===== src/rtl/sprite_move_scheduler_if.sv =====
// Sprite move request/ack bundle and registered position outputs.
// master drives requests and frame events; slave is the scheduler.
interface sprite_move_scheduler_if;
  logic       frame_tick;
  logic [1:0] req;
  logic [1:0] dir0;
  logic [1:0] dir1;
  logic [1:0] ack;
  logic       grant_id;
  logic       busy;
  logic [9:0] posX;
  logic [9:0] posY;

  modport master (
    output frame_tick, req, dir0, dir1,
    input  ack, grant_id, busy, posX, posY
  );

  modport slave (
    input  frame_tick, req, dir0, dir1,
    output ack, grant_id, busy, posX, posY
  );
endinterface


===== src/rtl/sprite_move_scheduler.sv =====
// Round-robin sprite mover: one bounded step per frame event.
// Define SPRITE_WRAP_EN to wrap at the screen edges instead of clamping.
module sprite_move_scheduler #(
  parameter int H_MAX    = 640,
  parameter int V_MAX    = 480,
  parameter int SPRITE_W = 32,
  parameter int SPRITE_H = 32,
  parameter int STEP     = 8,
  parameter int X_INIT   = 304,
  parameter int Y_INIT   = 224
) (
  input logic clk,
  input logic reset,
  sprite_move_scheduler_if.slave bus
);

  localparam int X_LIM = H_MAX - SPRITE_W;
  localparam int Y_LIM = V_MAX - SPRITE_H;

  localparam logic signed [10:0] STEP_S = 11'(STEP);
  localparam logic signed [10:0] XLIM_S = 11'(X_LIM);
  localparam logic signed [10:0] YLIM_S = 11'(Y_LIM);

`ifdef SPRITE_WRAP_EN
  localparam logic [9:0] X_UNDER = 10'(X_LIM);
  localparam logic [9:0] X_OVER  = 10'd0;
  localparam logic [9:0] Y_UNDER = 10'(Y_LIM);
  localparam logic [9:0] Y_OVER  = 10'd0;
`else
  localparam logic [9:0] X_UNDER = 10'd0;
  localparam logic [9:0] X_OVER  = 10'(X_LIM);
  localparam logic [9:0] Y_UNDER = 10'd0;
  localparam logic [9:0] Y_OVER  = 10'(Y_LIM);
`endif

  typedef enum logic [1:0] {
    S_IDLE,
    S_GRANT,
    S_APPLY,
    S_ACK
  } state_e;

  state_e     state_q, state_d;
  logic       tick_q;
  logic       ptr_q, ptr_d;
  logic       win_q, win_d;
  logic       gid_q, gid_d;
  logic [1:0] dir_q, dir_d;
  logic [9:0] posx_q, posx_d;
  logic [9:0] posy_q, posy_d;

  logic       tick_evt;
  logic       any_req;
  logic       win_c;
  logic [9:0] nx, ny;

  logic signed [10:0] x_dec, x_inc;
  logic signed [10:0] y_dec, y_inc;

  assign tick_evt = bus.frame_tick & ~tick_q;
  assign any_req  = |bus.req;

  // A lone requester wins outright; a tie goes to the pointer.
  always_comb begin
    win_c = ptr_q;
    unique case (bus.req)
      2'b01:   win_c = 1'b0;
      2'b10:   win_c = 1'b1;
      default: win_c = ptr_q;
    endcase
  end

  assign x_dec = $signed({1'b0, posx_q}) - STEP_S;
  assign x_inc = $signed({1'b0, posx_q}) + STEP_S;
  assign y_dec = $signed({1'b0, posy_q}) - STEP_S;
  assign y_inc = $signed({1'b0, posy_q}) + STEP_S;

  always_comb begin
    nx = posx_q;
    ny = posy_q;
    unique case (dir_q)
      2'b00: ny = (y_dec < 0) ? Y_UNDER : y_dec[9:0];
      2'b01: ny = (y_inc > YLIM_S) ? Y_OVER : y_inc[9:0];
      2'b10: nx = (x_dec < 0) ? X_UNDER : x_dec[9:0];
      2'b11: nx = (x_inc > XLIM_S) ? X_OVER : x_inc[9:0];
      default: ;
    endcase
  end

  always_comb begin
    state_d = state_q;
    ptr_d   = ptr_q;
    win_d   = win_q;
    gid_d   = gid_q;
    dir_d   = dir_q;
    posx_d  = posx_q;
    posy_d  = posy_q;
    unique case (state_q)
      S_IDLE: begin
        if (tick_evt && any_req) state_d = S_GRANT;
      end
      S_GRANT: begin
        if (any_req) begin
          win_d   = win_c;
          gid_d   = win_c;
          dir_d   = win_c ? bus.dir1 : bus.dir0;
          state_d = S_APPLY;
        end else begin
          state_d = S_IDLE;
        end
      end
      S_APPLY: begin
        posx_d  = nx;
        posy_d  = ny;
        state_d = S_ACK;
      end
      S_ACK: begin
        ptr_d   = ~win_q;
        state_d = S_IDLE;
      end
      default: state_d = S_IDLE;
    endcase
  end

  // Tick history resets high so a tick held through reset is not an edge.
  always_ff @(posedge clk or negedge reset) begin
    if (!reset) begin
      state_q <= S_IDLE;
      tick_q  <= 1'b1;
      ptr_q   <= 1'b0;
      win_q   <= 1'b0;
      gid_q   <= 1'b0;
      dir_q   <= 2'b00;
      posx_q  <= 10'(X_INIT);
      posy_q  <= 10'(Y_INIT);
    end else begin
      state_q <= state_d;
      tick_q  <= bus.frame_tick;
      ptr_q   <= ptr_d;
      win_q   <= win_d;
      gid_q   <= gid_d;
      dir_q   <= dir_d;
      posx_q  <= posx_d;
      posy_q  <= posy_d;
    end
  end

  always_comb begin
    bus.ack = 2'b00;
    if (state_q == S_ACK) bus.ack = win_q ? 2'b10 : 2'b01;
  end

  assign bus.busy     = (state_q != S_IDLE);
  assign bus.grant_id = (state_q == S_GRANT && any_req) ? win_c : gid_q;
  assign bus.posX     = posx_q;
  assign bus.posY     = posy_q;

endmodule

===== src/flat_wrapper.sv =====
// flat-port wrapper written by rule: the top's interface ports become plain ports
module sprite_move_scheduler_flat 
#(
  parameter int H_MAX    = 640,
  parameter int V_MAX    = 480,
  parameter int SPRITE_W = 32,
  parameter int SPRITE_H = 32,
  parameter int STEP     = 8,
  parameter int X_INIT   = 304,
  parameter int Y_INIT   = 224
)
  (clk, reset, bus_frame_tick, bus_req, bus_dir0, bus_dir1, bus_ack, bus_grant_id, bus_busy, bus_posX, bus_posY);
  sprite_move_scheduler_if bus_i ();
  input logic clk;
  input logic reset;
  input wire logic [$bits(bus_i.frame_tick)-1:0] bus_frame_tick;
  input wire logic [$bits(bus_i.req)-1:0] bus_req;
  input wire logic [$bits(bus_i.dir0)-1:0] bus_dir0;
  input wire logic [$bits(bus_i.dir1)-1:0] bus_dir1;
  output wire logic [$bits(bus_i.ack)-1:0] bus_ack;
  output wire logic [$bits(bus_i.grant_id)-1:0] bus_grant_id;
  output wire logic [$bits(bus_i.busy)-1:0] bus_busy;
  output wire logic [$bits(bus_i.posX)-1:0] bus_posX;
  output wire logic [$bits(bus_i.posY)-1:0] bus_posY;
  assign bus_i.frame_tick = bus_frame_tick;
  assign bus_i.req = bus_req;
  assign bus_i.dir0 = bus_dir0;
  assign bus_i.dir1 = bus_dir1;
  assign bus_ack = bus_i.ack;
  assign bus_grant_id = bus_i.grant_id;
  assign bus_busy = bus_i.busy;
  assign bus_posX = bus_i.posX;
  assign bus_posY = bus_i.posY;
  sprite_move_scheduler #(.H_MAX(H_MAX), .V_MAX(V_MAX), .SPRITE_W(SPRITE_W), .SPRITE_H(SPRITE_H), .STEP(STEP), .X_INIT(X_INIT), .Y_INIT(Y_INIT)) u_core (.clk(clk), .reset(reset), .bus(bus_i));
endmodule

===== config.mk =====
export PLATFORM = sky130hd
export DESIGN_NAME = sprite_move_scheduler_flat
export DESIGN_NICKNAME = d
export VERILOG_FILES = /design/src/rtl/sprite_move_scheduler_if.sv /design/src/rtl/sprite_move_scheduler.sv /design/src/flat_wrapper.sv
export SDC_FILE = /design/constraint.sdc
export NUM_CORES = 1
export LEC_CHECK = 0
export CAP_MARGIN = 20
export CORE_MARGIN = 2
export CORE_UTILIZATION = 58
export CTS_CLUSTER_SIZE = 30
export DETAILED_ROUTE_END_ITERATION = 12
export PLACE_DENSITY = 0.86
export SETUP_SLACK_MARGIN = 0.15
export SLEW_MARGIN = 20
export SYNTH_ARGS = -nofsm -noshare
export SYNTH_HDL_FRONTEND = slang
export SYNTH_SLANG_ARGS = --single-unit

===== constraint.sdc =====
create_clock -name clk -period 4.7 [get_ports clk]
set_clock_uncertainty 0.1 [all_clocks]
set_input_delay 1.175 -clock clk [delete_from_list [all_inputs] [get_ports clk]]
set_output_delay 1.175 -clock clk [all_outputs]
set_load 0.01 [all_outputs]

== After elaboration in Yosys (flattened, before gate mapping) ==
Index checks and enable logic that the tools add are counted.
Cells by class
  add/subtract/negate cells: 4
  magnitude comparators: 4
  equal/unequal tests: 9
  mux-type cells: 14
  bitwise gates (word level): 3
  reduce and logical (&&, ||, !) cells: 11
Operators by type and width (number)
  2-to-1 mux 10 bit: 4
  case mux 10 bit (2 select lines): 2
  adder 10 x 4 -> 11 bit (second input constant): 2
  less-than comparator 11 x 1 -> 1 bit (second input constant): 2
  subtractor 10 x 4 -> 11 bit (second input constant): 2
  greater-than comparator 11 x 10 -> 1 bit (second input constant): 1
  greater-than comparator 11 bit (second input constant): 1
  == test 2 bit (second input constant): 5
  2-to-1 mux 2 bit: 5
  case mux 2 bit (4 select lines): 1
  == test 2 x 1 -> 1 bit (second input constant): 3
  AND reduction 2 bit: 3
  nonzero test 2 bit: 3
  logical NOT 2 bit: 2
  logical AND 1 bit: 2
  != test 2 x 1 -> 1 bit (second input constant): 1
  inverter 1 bit: 2
  case mux 1 bit (2 select lines): 1
  OR reduction 2 bit: 1
  bitwise AND 1 bit: 1
  2-to-1 mux 1 bit: 1
Storage, ports and cells
  flip-flop bits (word level): 27
  input bits: 9
  output and inout port bits: 24
  logic and storage cells: 52

== Depth between registers and ports, before layout ==
Gate-level depths: netlist (run 1).
  word-level depth: 5
  depth in mapped cells: 8
  gate-level depth less buffers: 7

== Worst setup path after synthesis (run 1) ==
No wires, ideal clock.
  kind: input to output
  start point: in bus_req[0]
  end point: out bus_grant_id
  arrival time: 2183 ps
  data required time: 3425 ps
  path slack: 1242 ps
  cell stages on the path: 5
  buffers on the path: 0
  path through: inv_1 > ha_1 > nor3b_1 > nor2_1 > a21oi_1
On the way
  cells in the longest elaborated chain, start to end: 3
  elaborated cells between the ends (all ways): 6
  those cells by class: 2 x eq/ne; 2 x mux; 2 x reduce/logical
Ends and longest elaborated chain
  start: declaration: line flat_wrapper.sv:17  | input wire logic [$bits(bus_i.req)-1:0] bus_req;
  == test 2 bit, or another cell as far along: line sprite_move_scheduler.sv:66  | unique case (bus.req)
  case mux 1 bit (2 select lines) or logical AND 1 bit (tied branches): line sprite_move_scheduler.sv:66, sprite_move_scheduler.sv:154
  2-to-1 mux 1 bit (*): line sprite_move_scheduler.sv:154  | assign bus.grant_id = (state_q == S_GRANT && any_req) ? win_c : gid_q;
  end: declaration: line flat_wrapper.sv:21  | output wire logic [$bits(bus_i.grant_id)-1:0] bus_grant_id;
Mark *: on every way between the ends. The rest lies on a longest branch, timed or not.

== Final worst setup path (run 1) ==
  start point: in bus_req[1]
  end point: out bus_grant_id
The elaborated chain is that of the path after synthesis.

==> results of run 1 <==
final timing paths:
| path | start | end | slack [ns] | depth (start not counted) |
|---|---|---|---|---|
| worst min-delay path | u_core.ptr_q | u_core.ptr_q | 0.45 | 2 |
| worst max-delay path | bus_req[1] | bus_grant_id | 0.45 | 6 |
| worst min register to register | u_core.ptr_q | u_core.ptr_q | 0.45 | 2 |
| max in group asynchronous | reset | u_core.dir_q[0] | 2.64 | 1 |
| min in group asynchronous | reset | u_core.bus.posY[8] | 1.28 | 1 |
| worst max register to register | u_core.bus.posY[4] | u_core.bus.posY[5] | 2.18 | 6 |
state kept, by name (all words and copies together) (netlist names):
register and flops:
u_core.bus.posX 7, u_core.bus.posY 7, u_core.state_q 2, u_core.win_q 1, u_core.dir_q 2, u_core.tick_q 1, u_core.ptr_q 1
routing by layer:
layer | part of all wire (%) | vias to the layer above
met3 | 6.8 | 2
met1 | 47 | 920
met5 | 0 | -
met4 | 0.54 | 0
li1 | - | 937
met2 | 46 | 84
worst max-delay path, cell delays in order:
cell	delay [ns]
sky130_fd_sc_hd__clkdlybuf4s50_1	0.48
sky130_fd_sc_hd__inv_1	0.05
sky130_fd_sc_hd__ha_1	0.28
sky130_fd_sc_hd__mux2i_1	0.34
sky130_fd_sc_hd__a21oi_1	0.16
sky130_fd_sc_hd__clkdlybuf4s50_1	0.50
through the flow:
step / cell area [um2] / setup WS [ns] / instances / utilization [%] / total power, mW
6_report: 2190 / 0.452 / 308 / 66.8 / 1.42
5_1_grt: 2190 / 0.357 / 308 / 66.8 / 1.55
4_1_cts: 2190 / 0.428 / 308 / 66.8 / 1.41
3_5_place_dp: 2170 / 0.442 / 304 / 66.0 / 1.31
3_3_place_gp: 2170 / 0.487 / 304 / 66.0 / 1.29
2_1_floorplan: 1980 / 1.24 / 259 / - / 1.05
cells in the mapped netlist, drive strengths merged (3+ instances only):
cell type,instances,area [um2]
nor2,25,93.8
o21ai,22,114
a21oi,20,100
clkbuf,16,60.1
nand2,16,62.6
dfrtp,14,350
buf,12,75.1
inv,10,37.5
a31oi,9,56.3
dfstp,7,184
ha,6,75.1
nand3,6,30.0
xor2,5,43.8
mux2i,4,40.0
nand4,4,25.0
nor3,4,20.0
o22ai,4,25.0
or2,4,25.0
or3,4,25.0
a21boi,3,22.5
and2,3,18.8
nand2b,3,18.8
nor2b,3,18.8
nor3b,3,22.5
o211ai,3,22.5
or4,3,26.3
xnor2,3,26.3
power by group through the flow:
stage / clock, mW / combinational [mW] / sequential [mW]
6_report: 0.0887 / 0.847 / 0.483
5_1_grt: 0.0990 / 0.943 / 0.507
3_5_place_dp: 0 / 0.833 / 0.480
4_1_cts: 0.0906 / 0.839 / 0.476
2_1_floorplan: 0 / 0.692 / 0.363
3_3_place_gp: 0 / 0.820 / 0.474
logic make-up (layout without fill, tap and decap cells):
group,Yosys count,after routing,synth area share [%]
AO/OA/AOI/OAI,88,88,30.5
AND/OR/NAND/NOR,88,88,23.8
buffers and inverters,38,41,8.82
flip-flops,21,21,27.3
XOR/XNOR,8,8,3.58
adder cells (fa/ha/maj),6,6,3.83
multiplexers,4,4,2.04
other,1,6,0.192
cell type report:
cell class                      count  area, um2  share of cell area (%)
Clock buffer                        4       26.3                    1.20
Tap cell                           46       57.6                    2.62
Multi-Input combinational cell    200       1270                    57.9
Timing Repair Buffer               27        268                    12.2
Inverter                           10       37.5                    1.71
Sequential cell                    21        534                    24.4
==> impl_table.tex, run 1 <==
\begin{tabular}{lr}
\hline
Metric & Value \\
\hline
\multicolumn{2}{l}{\textbf{Setup path}} \\
Worst Path Class, Setup & in2out \\
Critical path capture point type & output pin \\
Highest fanout seen on the critical path & 3 \\
CP startpoint kind & primary input \\
Arrival time of the worst setup path & 2.97 ns \\
Data required time of the worst path & 3.42 ns \\
\multicolumn{2}{l}{\textbf{Synth}} \\
Gate count of the mapped netlist & approximately 250 \\
Average cell area after synthesis & approximately 7.7 um2 \\
Ys async rst share & 100\% \\
Synth warnings & 0 \\
Most used flip-flop cell after synthesis & sky130\_fd\_sc\_hd\_\_dfrtp\_1 \\
Number of enable flip-flop cells after synthesis & 0 \\
Number of distinct library cells after synthesis & between 60 and 70 \\
Synthesized cell area & approximately 0.0020 mm2 \\
Number of synthesized register bits & 21 \\
Sequential element share of the synthesized area & 27.3\% \\
\multicolumn{2}{l}{\textbf{Global routing}} \\
Antenna violations before repair & 0 \\
Total gr overflow & 0 \\
Maximum number of pins on one net before global-route repair & 23 \\
Global routing met3 resource utilization & 2.54\% \\
Most Used Layer, Global Route & met1 \\
Met1 usage in global routing & 37.5\% \\
Fraction of met2 tracks used by global routing & a little under two fifths \\
Vias in the first global route & between 1500 and 2000 \\
Global-route usage over all layers & 24.3\% \\
Global-route wire length before repair & 7950 um \\
\multicolumn{2}{l}{\textbf{Power}} \\
Switching share of total power & around 50\% \\
Leakage power & approximately 0.84 nW \\
Gate power share & a little under 60\% \\
Internal Dissipation & approximately 710 uW \\
Clock power frac & under 10\% \\
Power per standard cell area & 647 mW/mm2 \\
Reported net switching power & between 700 and 800 uW \\
Max rail drop VDD & just under 0.0004 V \\
Part of the total power dissipated in sequential elements & between 30\% and 40\% \\
\multicolumn{2}{l}{\textbf{Timing}} \\
Fmax & $\sim$0.24 GHz \\
Final Max Tran Viols & 0 \\
Hold violation total from the final report & 0 \\
Final setup violation count & 0 \\
RSZ-0062 raised after global routing & false \\
Summed negative setup slack over all endpoints & 0 ns \\
Max-slew headroom & 37.1\% \\
Final critical path time including I/O delays and setup & between 4 and 5 ns \\
Hold\_ws & about 0.45 ns \\
Final period util & between 90\% and 100\% \\
Transition time at the pin with the least slew margin & around 0.94 ns \\
\multicolumn{2}{l}{\textbf{CTS}} \\
Number of buffers added to fix hold violations after cts & 0 \\
Post CTS Setup Buffer Count & 0 \\
Insertion delay to the later sink of the worst-skew pair & about 0.3 ns \\
Clock tree from TritonCTS & yes \\
Post-CTS Resized & 0 \\
Total clock buffers created by CTS & 3 \\
Clk Tree Root Cell & sky130\_fd\_sc\_hd\_\_clkbuf\_4 \\
Number of buffers on the longest clock path & 2 \\
Clock transition at path regs & between 0.1 and 0.15 ns \\
Maximum level of the CTS H-tree & 1 \\
Clock sink total & 21 \\
\multicolumn{2}{l}{\textbf{Floorplanning}} \\
Vertical extent of the die & about 62 um \\
Die area & approximately 0.0039 mm2 \\
Core area & about 0.0033 mm2 \\
Starting density of the core & between 50\% and 60\% \\
Num ports & 33 \\
DIE WIDTH & a little over 60 um \\
Number of placement rows & 21 \\
\multicolumn{2}{l}{\textbf{Drt}} \\
Vias/cell & 6.31 \\
Number of detailed-routing iterations run before antenna repair & 4 \\
Post-route DRC & 0 \\
Post-route ant nets & 0 \\
Average detailed-routed wire length per instance & between 10 and 15 um \\
Total detailed-routing wirelength & roughly 4500 um \\
Number of violations reported at the end of detailed-routing iteration 0 & between 200 and 250 \\
Count of vias placed by the detailed router & 1943 \\
\multicolumn{2}{l}{\textbf{Layout}} \\
Fillcell total & just under 300 \\
Layout cells sized above 1 & 8.02\% \\
Net count, final & about 280 \\
Number of diodes & 0 \\
Highest-count cells in the layout ignoring fill and taps & sky130\_fd\_sc\_hd\_\_clkdlybuf4s50\_1 (26), sky130\_fd\_sc\_hd\_\_nor2\_1 (25), sky130\_fd\_sc\_hd\_\_o21ai\_0 (21) \\
Leading cell type in the layout, fill and taps excluded & sky130\_fd\_sc\_hd\_\_clkdlybuf4s50\_1 \\
Area growth from synthesis to final layout & 12.0\% \\
\multicolumn{2}{l}{\textbf{Placed design}} \\
GP Congestion & approximately 0.93 \\
HPWL Detailed & $\sim$3100 um \\
IO Port Bufs & 26 \\
\multicolumn{2}{l}{\textbf{Flow run}} \\
Max-capacitance violation count & 0 \\
\multicolumn{2}{l}{\textbf{Run status}} \\
Run status & completed \\
\multicolumn{2}{l}{\textbf{Min path}} \\
Worst hold path class & reg2reg \\
\hline
\end{tabular}
Note: power is estimated with default switching activity, not from simulation.
==> run 2: changes to the inputs <==
- CAP_MARGIN: 20 -> 25
==> run 2 against run 1 <==
Cell count up 0.32%. Non-clock buffer count up 1. Fmax about the same. Critical path type unchanged. Total power down 0.15%. Hold slack about the same. Design area up 0.68%. Utilization up 0.46 points.
==> impl_table.tex, run 2 (synthesized netlist as in run 1, its figures left out) <==
\begin{tabular}{lr}
\hline
Metric & Value \\
\hline
\multicolumn{2}{l}{\textbf{Run status}} \\
Run status & completed \\
\multicolumn{2}{l}{\textbf{Drt}} \\
Number of detailed-routing iterations run before antenna repair & 4 \\
Total detailed-routing wirelength & roughly 4400 um \\
Number of violations reported at the end of detailed-routing iteration 0 & 198 \\
Average detailed-routed wire length per instance & between 10 and 15 um \\
Count of vias placed by the detailed router & 1933 \\
Vias/cell & 6.26 \\
Post-route DRC & 0 \\
Post-route ant nets & 0 \\
\multicolumn{2}{l}{\textbf{Timing}} \\
Transition time at the pin with the least slew margin & between 0.5 and 0.6 ns \\
RSZ-0062 raised after global routing & false \\
Fmax & 0.235 GHz \\
Final critical path time including I/O delays and setup & 4.25 ns \\
Final setup violation count & 0 \\
Summed negative setup slack over all endpoints & 0 ns \\
Max-slew headroom & slightly above 60\% \\
Final Max Tran Viols & 0 \\
Hold violation total from the final report & 0 \\
Hold\_ws & between 0.4 and 0.5 ns \\
Final period util & about nine tenths \\
\multicolumn{2}{l}{\textbf{Global routing}} \\
Global-route wire length before repair & around 7900 um \\
Vias in the first global route & approximately 1700 \\
Global-route usage over all layers & roughly 24\% \\
Maximum number of pins on one net before global-route repair & 23 \\
Antenna violations before repair & 0 \\
Total gr overflow & 0 \\
\multicolumn{2}{l}{\textbf{CTS}} \\
Clk Tree Root Cell & sky130\_fd\_sc\_hd\_\_clkbuf\_4 \\
Total clock buffers created by CTS & 3 \\
Number of buffers on the longest clock path & 2 \\
Clock tree from TritonCTS & yes \\
Post-CTS Resized & 0 \\
Clock sink total & 21 \\
Clock transition at path regs & 0.12 ns \\
Maximum level of the CTS H-tree & 1 \\
Post CTS Setup Buffer Count & 0 \\
Insertion delay to the later sink of the worst-skew pair & about 0.30 ns \\
Number of buffers added to fix hold violations after cts & 0 \\
\multicolumn{2}{l}{\textbf{Layout}} \\
Number of diodes & 0 \\
Sequential cell area & around 530 um2 \\
Net count, final & 279 \\
Final instance area & 0.00221 mm2 \\
Fillcell total & approximately 290 \\
Area of the multi-input gates & around 0.0013 mm2 \\
Highest-count cells in the layout ignoring fill and taps & sky130\_fd\_sc\_hd\_\_clkdlybuf4s50\_1 (26), sky130\_fd\_sc\_hd\_\_nor2\_1 (25), sky130\_fd\_sc\_hd\_\_o21ai\_0 (21) \\
Leading cell type in the layout, fill and taps excluded & sky130\_fd\_sc\_hd\_\_clkdlybuf4s50\_1 \\
Utilization of the core after routing & 67.2\% \\
Area growth from synthesis to final layout & 12.8\% \\
Layout cells sized above 1 & between 8 and 9\% \\
\multicolumn{2}{l}{\textbf{Power}} \\
Power per standard cell area & $\sim$640 mW/mm2 \\
Switching share of total power & between 50\% and 60\% \\
Gate power share & about 60\% \\
Reported net switching power & roughly 710 uW \\
Leakage power & roughly 0.85 nW \\
Clock power frac & under 10\% \\
Max rail drop VDD & 0.000384 V \\
Part of the total power dissipated in sequential elements & roughly 34\% \\
Internal Dissipation & $\sim$710 uW \\
\multicolumn{2}{l}{\textbf{Floorplanning}} \\
Core area & 0.00328 mm2 \\
Number of placement rows & 21 \\
DIE WIDTH & between 60 and 70 um \\
Die area & approximately 0.0039 mm2 \\
Num ports & 33 \\
Starting density of the core & 59.6\% \\
Vertical extent of the die & roughly 62 um \\
\multicolumn{2}{l}{\textbf{Flow run}} \\
Max-capacitance violation count & 0 \\
\multicolumn{2}{l}{\textbf{Setup path}} \\
Arrival time of the worst setup path & about 3.0 ns \\
Highest fanout seen on the critical path & 3 \\
Worst Path Class, Setup & in2out \\
Data required time of the worst path & between 3 and 4 ns \\
CP startpoint kind & primary input \\
Critical path capture point type & output pin \\
\multicolumn{2}{l}{\textbf{Placed design}} \\
GP Congestion & slightly above 0.9 \\
HPWL Detailed & between 3000 and 4000 um \\
Placed cell areas & about 0.0022 mm2 \\
IO Port Bufs & 26 \\
\multicolumn{2}{l}{\textbf{Min path}} \\
Worst hold path class & reg2reg \\
\hline
\end{tabular}
run 2: cell count changes in the layout (fill, tap and decap cells not counted), sizes merged:
cell / before / now
buf: 1 / 2
run 2: critical path, stage by stage:
cell                              delay (ns)
sky130_fd_sc_hd__clkdlybuf4s50_1        0.48
sky130_fd_sc_hd__inv_1                  0.05
sky130_fd_sc_hd__ha_1                   0.28
sky130_fd_sc_hd__mux2i_1                0.34
sky130_fd_sc_hd__a21oi_1                0.16
sky130_fd_sc_hd__clkdlybuf4s50_1        0.50
run 2: through the flow:
| stage | setup slack [ns] | cells | power, mW |
|---|---|---|---|
| after floorplan | 1.24 | 259 | 1.05 |
| after global placement | 0.487 | 304 | 1.29 |
| after detailed placement | 0.442 | 304 | 1.31 |
| after CTS | 0.428 | 308 | 1.41 |
| after global routing | 0.357 | 309 | 1.55 |
| final | 0.452 | 309 | 1.42 |
run 2: metal layers:
metal	GRT usage, %	share of wire (%)	up-vias
met3	2.54	7.1	2
met1	37.5	47	908
met4	4.72	0.54	0
met2	37.4	45	82
met5	0	0	-
li1	-	-	941
run 2: power groups by stage:
stage | Clock (mW) | Combinational [mW] | Sequential, mW
CTS | 0.0906 | 0.839 | 0.476
floorplan | 0 | 0.692 | 0.363
finish | 0.0880 | 0.847 | 0.481
global placement | 0 | 0.820 | 0.474
global route | 0.0990 | 0.945 | 0.507
detailed placement | 0 | 0.833 | 0.480
run 2: layout make-up:
class                      count  share of cell area, %
tap                           46                   2.61
sequential                    21                   24.2
multi-input combinational    200                   57.5
clock buffer                   4                   1.19
timing repair buffer          28                   12.8
inverter                      10                   1.70
run 2: worst paths after layout:
check / slack [ns] / to / from / cells after the start
worst max-delay path: 0.45 / bus_grant_id / bus_req[1] / 6
worst min-delay path: 0.45 / u_core.ptr_q / u_core.ptr_q / 2
worst max register to register: 2.16 / u_core.bus.posY[5] / u_core.bus.posY[4] / 6
worst min register to register: 0.45 / u_core.ptr_q / u_core.ptr_q / 2
max in group asynchronous: 3.00 / u_core.bus.posX[4] / reset / 2
min in group asynchronous: 1.00 / u_core.bus.posY[8] / reset / 1
==> run 3: changes to the inputs <==
- CTS_CLUSTER_SIZE: 30 -> unset
- MAX_ROUTING_LAYER: unset -> met4
==> run 3 against run 2 <==
Clock power rose by 0.8%. Critical path type unchanged. Die area stayed put. Worst setup slack improved by 0.00084 ns. Fmax is essentially flat. Cell count did not move. Wire length is 0.95% higher. Highest routed layer unchanged. Sequential share of layout area unchanged. Global-route usage increased by 0.70 points. Design area is the same. Utilization is the same.
==> impl_table.tex, run 3 (synthesized netlist as in run 1, its figures left out) <==
\begin{tabular}{lr}
\hline
Metric & Value \\
\hline
\multicolumn{2}{l}{\textbf{Run status}} \\
Run status & completed \\
\multicolumn{2}{l}{\textbf{Setup path}} \\
Highest fanout seen on the critical path & 3 \\
Critical path capture point type & output pin \\
Data required time of the worst path & 3.42 ns \\
CP startpoint kind & primary input \\
Worst Path Class, Setup & in2out \\
Arrival time of the worst setup path & a little under 3 ns \\
\multicolumn{2}{l}{\textbf{Timing}} \\
Final setup slack of the worst path & 0.452 ns \\
Summed negative setup slack over all endpoints & 0 ns \\
Max-slew headroom & roughly three fifths \\
Final setup violation count & 0 \\
Final Max Tran Viols & 0 \\
RSZ-0062 raised after global routing & false \\
Transition time at the pin with the least slew margin & between 0.5 and 0.6 ns \\
Hold violation total from the final report & 0 \\
Hold\_ws & roughly 0.45 ns \\
Final critical path time including I/O delays and setup & 4.25 ns \\
Final period util & 90.4\% \\
Fmax & about 0.24 GHz \\
\multicolumn{2}{l}{\textbf{Flow run}} \\
Max-capacitance violation count & 0 \\
\multicolumn{2}{l}{\textbf{Global routing}} \\
Vias in the first global route & around 1700 \\
Total gr overflow & 0 \\
Maximum number of pins on one net before global-route repair & 23 \\
Antenna violations before repair & 0 \\
Global-route usage over all layers & 25.0\% \\
Global-route wire length before repair & around 7900 um \\
\multicolumn{2}{l}{\textbf{Min path}} \\
Worst hold path class & reg2reg \\
\multicolumn{2}{l}{\textbf{Placed design}} \\
\# placed instances & 304 \\
GP Congestion & 0.946 \\
HPWL Detailed & about 3100 um \\
IO Port Bufs & 26 \\
Placement Setup Slack & approximately 0.44 ns \\
\multicolumn{2}{l}{\textbf{CTS}} \\
Number of buffers on the longest clock path & 2 \\
Clock sink total & 21 \\
Maximum level of the CTS H-tree & 1 \\
Clock tree from TritonCTS & yes \\
Insertion delay to the later sink of the worst-skew pair & roughly 0.3 ns \\
Number of buffers added to fix hold violations after cts & 0 \\
Post-CTS Resized & 0 \\
Post CTS Setup Buffer Count & 0 \\
Total clock buffers created by CTS & 3 \\
Clock transition at path regs & around 0.12 ns \\
Clk Tree Root Cell & sky130\_fd\_sc\_hd\_\_clkbuf\_4 \\
\multicolumn{2}{l}{\textbf{Drt}} \\
Total detailed-routing wirelength & approximately 4500 um \\
Count of vias placed by the detailed router & 1966 \\
Post-route DRC & 0 \\
Post-route ant nets & 0 \\
Number of violations reported at the end of detailed-routing iteration 0 & 173 \\
Vias/cell & between 6 and 7 \\
Number of detailed-routing iterations run before antenna repair & 4 \\
Average detailed-routed wire length per instance & approximately 14 um \\
\multicolumn{2}{l}{\textbf{Power}} \\
Max rail drop VDD & 0.000386 V \\
Power per standard cell area & roughly 640 mW/mm2 \\
Leakage power & 0.850 nW \\
\multicolumn{2}{l}{\textbf{Layout}} \\
Area growth from synthesis to final layout & 12.8\% \\
Highest-count cells in the layout ignoring fill and taps & sky130\_fd\_sc\_hd\_\_clkdlybuf4s50\_1 (26), sky130\_fd\_sc\_hd\_\_nor2\_1 (25), sky130\_fd\_sc\_hd\_\_o21ai\_0 (21) \\
Leading cell type in the layout, fill and taps excluded & sky130\_fd\_sc\_hd\_\_clkdlybuf4s50\_1 \\
Area of the multi-input gates & about 0.0013 mm2 \\
Number of diodes & 0 \\
Layout cells sized above 1 & 8.37\% \\
Utilization of the core after routing & 67.2\% \\
Net count, final & around 280 \\
Sequential cell area & approximately 530 um2 \\
Fillcell total & 294 \\
Post-Layout Cell Count & 309 \\
\multicolumn{2}{l}{\textbf{Floorplanning}} \\
Vertical extent of the die & between 60 and 70 um \\
Starting density of the core & around 60\% \\
Die area & around 0.0039 mm2 \\
Num ports & 33 \\
DIE WIDTH & approximately 62 um \\
Number of placement rows & 21 \\
Core area & roughly 0.0033 mm2 \\
\hline
\end{tabular}
[run 3: through the flow]
stage,power [mW],area (um2)
2_1_floorplan,1.05,1980
3_3_place_gp,1.29,2170
3_5_place_dp,1.31,2170
4_1_cts,1.41,2190
5_1_grt,1.55,2210
6_report,1.42,2210
[run 3: path summary, 6_finish.rpt]
path | endpoint | from | cells after the start | slack [ns]
worst max-delay path | bus_grant_id | bus_req[1] | 6 | 0.45
worst min-delay path | u_core.ptr_q | u_core.ptr_q | 2 | 0.45
worst max register to register | u_core.bus.posY[5] | u_core.bus.posY[4] | 6 | 2.16
worst min register to register | u_core.ptr_q | u_core.ptr_q | 2 | 0.45
max in group asynchronous | u_core.bus.posX[4] | reset | 2 | 3.01
min in group asynchronous | u_core.bus.posY[8] | reset | 1 | 1.00
[run 3: cell type report]
| type | instances | share of cell area, % |
|---|---|---|
| Sequential cell | 21 | 24.2 |
| Multi-Input combinational cell | 200 | 57.5 |
| Inverter | 10 | 1.70 |
| Timing Repair Buffer | 28 | 12.8 |
| Clock buffer | 4 | 1.19 |
| Tap cell | 46 | 2.61 |
[run 3: routing by layer]
metal | part of all wire (%) | track usage, % | up-vias
met5 | 0 | - | -
met4 | 0.58 | 4.72 | 0
met3 | 8.1 | 2.54 | 2
met2 | 45 | 37.5 | 99
met1 | 46 | 37.3 | 924
li1 | - | - | 941
[run 3: critical path, stage by stage]
cell	delay, ns
sky130_fd_sc_hd__clkdlybuf4s50_1	0.48
sky130_fd_sc_hd__inv_1	0.05
sky130_fd_sc_hd__ha_1	0.28
sky130_fd_sc_hd__mux2i_1	0.34
sky130_fd_sc_hd__a21oi_1	0.16
sky130_fd_sc_hd__clkdlybuf4s50_1	0.50
[run 3: report_power, final]
part           internal [mW]  switching [mW]  leakage [nW]
Sequential             0.273           0.209         0.235
Combinational          0.400           0.449         0.599
Clock                 0.0330          0.0557        0.0150
Total                  0.707           0.714         0.850
